### src/rtl/fifo_rd_stream.sv
`default_nettype none
// ============================================================================
// Module  : fifo_rd_stream
// Brief   : Async-FIFO read-side drain into a 2-entry registered skid buffer
//           with a valid/ready output stream and a delivered-word counter.
// Rev     : 1.0 - initial release
// ============================================================================
module fifo_rd_stream #(
    parameter int DSIZE = 8,
    parameter int CNTW  = 16
) (
    input  logic             rclk,
    input  logic             rrst_n,
    input  logic             rempty,
    input  logic [DSIZE-1:0] rdata,
    output logic             rinc,
    output logic             m_valid,
    output logic [DSIZE-1:0] m_data,
    input  logic             m_ready,
    input  logic             flush,
    output logic [CNTW-1:0]  rd_count
);

    localparam logic [1:0] c_OCC_FULL = 2'd2;

    logic [1:0]       r_occ;
    logic             r_head;
    logic             r_tail;
    logic [DSIZE-1:0] r_mem [0:1];
    logic [CNTW-1:0]  r_count;

    logic             w_push;
    logic             w_accept;

    // Pop decision looks only at registered occupancy, never at m_ready.
    assign rinc     = rrst_n & ~rempty & ~flush & (r_occ != c_OCC_FULL);
    assign w_push   = rinc;
    assign w_accept = m_valid & m_ready;

    assign m_valid  = (r_occ != 2'd0);
    assign m_data   = r_mem[r_head];
    assign rd_count = r_count;

    always_ff @(posedge rclk or negedge rrst_n) begin
        if (!rrst_n) begin
            r_occ    <= 2'd0;
            r_head   <= 1'b0;
            r_tail   <= 1'b0;
            r_mem[0] <= '0;
            r_mem[1] <= '0;
            r_count  <= '0;
        end else begin
            if (w_accept) begin
                r_count <= r_count + 1'b1;
            end
            // Flush drops buffered words; entry contents are left stale.
            if (flush) begin
                r_occ  <= 2'd0;
                r_head <= 1'b0;
                r_tail <= 1'b0;
            end else begin
                if (w_push) begin
                    r_mem[r_tail] <= rdata;
                    r_tail        <= ~r_tail;
                end
                if (w_accept) begin
                    r_head <= ~r_head;
                end
                case ({w_push, w_accept})
                    2'b10:   r_occ <= r_occ + 2'd1;
                    2'b01:   r_occ <= r_occ - 2'd1;
                    default: r_occ <= r_occ;
                endcase
            end
        end
    end

endmodule
`default_nettype wire

### config.mk
export PLATFORM = sky130hd
export DESIGN_NAME = fifo_rd_stream
export DESIGN_NICKNAME = d
export VERILOG_FILES = /design/src/rtl/fifo_rd_stream.sv
export SDC_FILE = /design/constraint.sdc
export NUM_CORES = 1
export LEC_CHECK = 0
export CAP_MARGIN = 20
export CORE_UTILIZATION = 44
export DETAILED_ROUTE_END_ITERATION = 7
export GPL_TIMING_DRIVEN = 0
export PLACE_DENSITY_LB_ADDON = 0.3
export REMOVE_ABC_BUFFERS = 1
export SYNTH_ARGS = -nofsm -noshare
export SYNTH_HDL_FRONTEND = slang
export SYNTH_SLANG_ARGS = --single-unit
### constraint.sdc
create_clock -name rclk -period 1.7 [get_ports rclk]
set_clock_uncertainty 0.2 [all_clocks]
set_input_delay 0.255 -clock rclk [delete_from_list [all_inputs] [get_ports rclk]]
set_output_delay 0.255 -clock rclk [all_outputs]
set_load 0.02 [all_outputs]
# After elaboration in Yosys (flattened, before gate mapping)
# Cells that the tools add are included.
dict set report word_totals {
  out_inout_bits 26
  elab_cells 43
  input_bits 13
  reg_bits 36
}
dict set report op_classes {
  bitwise_logic 10
  n_reduce_logical 6
  n_eq_ne 3
  magnitude_cmp 3
  n_addsub 3
  mux 12
}
# cell count
set ops {}
lappend ops {{$mux 8} 4}
lappend ops {{$add 16x1->16 const B} 1}
lappend ops {{$bwmux 16} 1}
lappend ops {{$demux 8 s1} 1}
lappend ops {{$reduce_bool 2->1} 3}
lappend ops {{$and 1x1->1} 4}
lappend ops {{$ge 2x2->1 const B} 2}
lappend ops {{$mux 1} 4}
lappend ops {{$not 1->1} 4}
lappend ops {{$not 1->2} 2}
lappend ops {{$pmux 2 s2} 1}
lappend ops {{$reduce_bool 3->1} 1}
lappend ops {{$add 2x1->2 const B} 1}
lappend ops {{$eq 2x1->1 const B} 1}
lappend ops {{$eq 2x2->1 const B} 1}
lappend ops {{$lt 2x1->1 const B} 1}
lappend ops {{$mux 2} 1}
lappend ops {{$ne 2x2->1 const B} 1}
lappend ops {{$reduce_and 2->1} 1}
lappend ops {{$sub 2x1->2 const B} 1}
lappend ops {{$logic_and 1x1->1} 1}

# Depth between registers and ports, before layout
# Gate-level depths: netlist of run 1.
dict set report logic_depth {
  ltp_word 7
  depth_mapped 5
  depth_no_buf 4
}

# Least setup slack after synthesis of run 1
# OpenSTA, ideal clock, no wires.
dict set report synth_path {
  kind {reg2reg}
  startpoint {register r_occ[1]}
  endpoint {register r_mem[0] (netlist bit)}
  required_time_ps 1375
  path_slack_ps -101
  synth_period_minus_slack_ps 1801
  setup_time_ps 125
  t_arrival_ps 1476
  path_stages_with_launch 5
  n_path_buf 0
  cell_sequence {dfrtp_1 > nor2b_1 > nor3_2 > nand2_2 > mux2_2}
}
dict set report synth_between {
  elab_chain_cells 3
}
# item line_no
set synth_lines {}
lappend synth_lines {{from (decl)} 26} ;# logic [1:0] r_occ;
lappend synth_lines {{from (signal assigned)} 70} ;# 2'b10: r_occ <= r_occ + 2'd1;
lappend synth_lines {{from (signal assigned)} 71} ;# 2'b01: r_occ <= r_occ - 2'd1;
lappend synth_lines {{from (signal assigned)} 72} ;# default: r_occ <= r_occ;
lappend synth_lines {{$ne 2x2->1} 36} ;# assign rinc = rrst_n & ~rempty & ~flush & (r_occ != c_OCC_FULL);
lappend synth_lines {{$and 1x1->1} 36}
lappend synth_lines {{via rinc} 16} ;# output logic rinc,
lappend synth_lines {{$reduce_and 2->1 (no source line)} -}
lappend synth_lines {{to (signal, indexed assignment)} 63} ;# r_mem[r_tail] <= rdata;
lappend synth_lines {{to (decl)} 29} ;# logic [DSIZE-1:0] r_mem [0:1];
# The timed path passes the listed nets, and every way through them passes these cells.
# A chain may end at the register's enable or synchronous reset.

# Worst setup path in the final report of run 1
dict set report layout_path {
  startpoint {register r_head}
  endpoint {output port m_data[1]}
}
dict set report layout_between {
  elab_chain_cells 4
}
# item line_no
set layout_lines {}
lappend layout_lines {{from (decl)} 27} ;# logic r_head;
lappend layout_lines {{from (signal assigned)} 67} ;# r_head <= ~r_head;
lappend layout_lines {{$not 1->2 (not written as such)} 41} ;# assign m_data = r_mem[r_head];
lappend layout_lines {{$mux 8 (not written as such) (3 in series)} 41}
lappend layout_lines {{to (decl)} 18} ;# output logic [DSIZE-1:0] m_data,
# No other way between the ends. The select of a mux whose other input is x is not followed.

==> results of run 1 <==
==> registers in the layout, indices dropped and copies added (netlist names) <==
| signal | flops |
|---|---|
| r_mem | 16 |
| r_head | 1 |
| r_tail | 1 |
| r_occ | 2 |
| rd_count | 16 |
==> worst paths after layout <==
check | start | to | slack (ps)
worst max-delay path | r_head | m_data[1] | -120
worst min-delay path | rrst_n | r_occ[0] | 90
max in group asynchronous | rrst_n | rd_count[9] | 880
worst max register to register | r_occ[1] | r_mem[8] | -40
min in group asynchronous | rrst_n | r_mem[1] | 230
worst min register to register | rd_count[15] | rd_count[15] | 270
==> layer usage <==
layer  up-vias  GRT usage, %
met3        11         6.752
met2        24         36.96
met5         -             0
li1        566             -
met1       584         21.27
met4         0         9.012
==> metrics by stage <==
stage,setup TNS [ps],hold WS [ps],instance area (sq um),util [%]
after floorplan,-894.0,-240.6,1599,-
final,-1064,94.45,2335,68.35
after global placement,-60690,263.2,2037,59.63
after CTS,-1017,79.81,2240,65.57
after detailed placement,-21440,178.1,2032,59.49
after global routing,-2071,92.36,2335,68.35
==> tightest hold or removal path: cells and delay by family <==
family                 cells  cell delay, ps
buffers and inverters      1              80
AND/OR/NAND/NOR            2             200
AO/OA/AOI/OAI              1              80
==> cell usage after synthesis <==
library cell  instances  area (sq um)
or2_2                 1         6.260
ha_1                  1         12.51
a31oi_1               1         6.260
nor3_2                1         10.01
and3_1                1         6.260
and2_1                1         6.260
xnor2_1              14         122.6
inv_1                 3         11.26
o21a_1                1         7.510
nor4_1                1         6.260
nor4_4                1         21.27
nand2_1               9         33.78
and4_1                2         17.52
mux2_2               24         270.3
nor2b_1               1         6.260
xor2_1                2         17.52
nand2b_1              1         6.260
or3_1                 1         6.260
nand3_1               8         40.04
nand2_2               1         6.260
nand4_1               3         18.77
o211ai_1              1         7.510
clkbuf_1              3         11.26
a21oi_1               2         10.01
a21o_1                1         7.510
o21ai_0               3         15.01
nor2_1                3         11.26
nor3b_1               1         7.510
dfrtp_1              36         900.9
==> cell families after synthesis <==
kind of cell / count (synthesis)
flops: 36
compound gates: 9
buf+inv: 6
simple gates: 36
fa+ha+maj: 1
mux: 24
xor+xnor: 16
==> power breakdown <==
group / internal (mW) / total [mW] / switching, mW
clock network: 0.197 / 0.474 / 0.277
logic: 0.360 / 0.646 / 0.287
registers: 0.992 / 1.11 / 0.114
total: 1.55 / 2.23 / 0.678
==> timing repair <==
item / CTS / global route
resized for setup: 90 / 21
setup endpoints to repair: 49 / 35
endpoints found under the hold margin: 36 / 0
buffers inserted: 10 / 4
hold buffers: 2 / 0
pin swaps: 3 / 2
==> final cells by class <==
class | instances | share of cell area (%)
clock buffers | 6 | 2.197
inverters | 3 | 0.4823
well taps | 46 | 2.465
clock inverters | 2 | 0.4287
repair buffers | 54 | 22.72
multi-input cells | 86 | 33.01
flip-flops and latches | 36 | 38.69
==> results.txt, run 1 <==
Bufs on Longest Clock Path - 2
Synth Register Bits - 36
PwrDens - 953.6 nW/um^2
Hold Vio Cnt, Final - 0
Tcrit/Tclk final - 107.1%
Worst Path Required - 1240 ps
Setup WS pre-CTS - -998.1 ps
Clk root buf - clkbuf_4
Final wirelength - 3484 microns
Register area - 903.4 sq um
RSZ-0062 raised after global routing - true
Max-cap violations - 0
IR Drop Worst-Case VDD - 0.0006372 V
Worst slew margin - 77.66%
Top Layer Used - met4
DR WL/cell - 14.95 microns
DP HPWL - 2330 microns
H-Tree Depth - 2
Max Freq - 549.0 MHz
Post-Synth Simple-Gate Area - 13.05%
Die height - 62.50 microns
Leak - 1.130 nW
IO Count - 39
Worst-Margin Slew - 332.9 ps
Crit-path most repeated cell - buf_6
Synth Area in Adders - 0.7770%
Die area - 3906 sq um
Final worst slack - -121.4 ps
Clk_lat worst skew - 340 ps
Multi-input logic area - 770.7 sq um
Initial antenna violation count - 0
Met2 Wirelength - 1815 microns
Fillers - 258
Most common cell after layout, fill and taps aside - dfrtp_1
Most frequent cells in the layout - dfrtp_1 (34), dlygate4sd2_1 (17), buf_6 (17)
Clock slew at reported path FFs - 110 ps
Pre-antenna DRT Iters - 2
Met1 Routed Length - 1459 microns
Largest net degree at the start of global routing - 37
Starting density of the core - 47.14%
Seq/Total Area, Yosys - 55.94%
Overall Power - 2.226 mW
Post-synthesis mux area share - 16.78%
Status - finished, violations left
Vias in the first global route - 1288
Largest family of logic cells by synthesized area - multiplexers
WP data arrival - 1370 ps
Clk sinks - 36
Cell Chain, Critical Path - buf_6 -> mux2_4 -> buf_6
Min-Delay Path Class - primary input to flop
Net total in the final layout - 200
First-pass GRT wire length - 5934 microns
Antenna diodes - 0
Post-synthesis xor/xnor area fraction - 8.702%
Syn_area_per_cell - 12.58 sq um
CP delay by family, top - flip-flops
Synthesis-to-finish area growth - 44.99%
Inst Count DP - 209
GRT Overall Usage - 20.42%
Netlist cell types - 29
Layout cells sized above 1 - 37.43%
Final setup fails - 17
Critical Path Stages - 3
Violated checks - setup timing
Initial DRC count - 20
Hold Path Depth - 4
Startpoint Class - flop
Residual DRC - 0
Routed vias - 1185
Total gr overflow - 0
Crit-path max FO - 4
Max incr delay on CP - 440 ps
Post-route ant nets - 0
Crit path max-delay cell type - dfrtp_2
Port-buffer cells - 38
Ys Warns - 0
Num rows - 21
Area fraction in compound gates after synthesis - 3.341%
Via/cell ratio - 5.086
Core area - 3416 sq um
Final non-filler cell total - 233
Met3 routed WL - 129 microns
Post-route minimum period - 1821 ps
Die width - 62.50 microns
CP Capture Type - output pin
Path depth of the worst reg2reg path - 5
CTS tree - done
Fin. max-slew vios - 0
Placer congestion estimate - 0.7151
Kind of critical path - flop to output pin
Num CTS Buffers - 5
Crit path buf inv count - 2
Post-Syn Area - 1610 sq um
Gate Count Post-Synth - 128
Note: power is estimated with default switching activity, not from simulation.
==> inputs of run 2 (changes only) <==
- CAP_MARGIN: 20 -> default
==> results of run 2 <==
No change in the layout: final DEF, timing and power equal those of run 1.
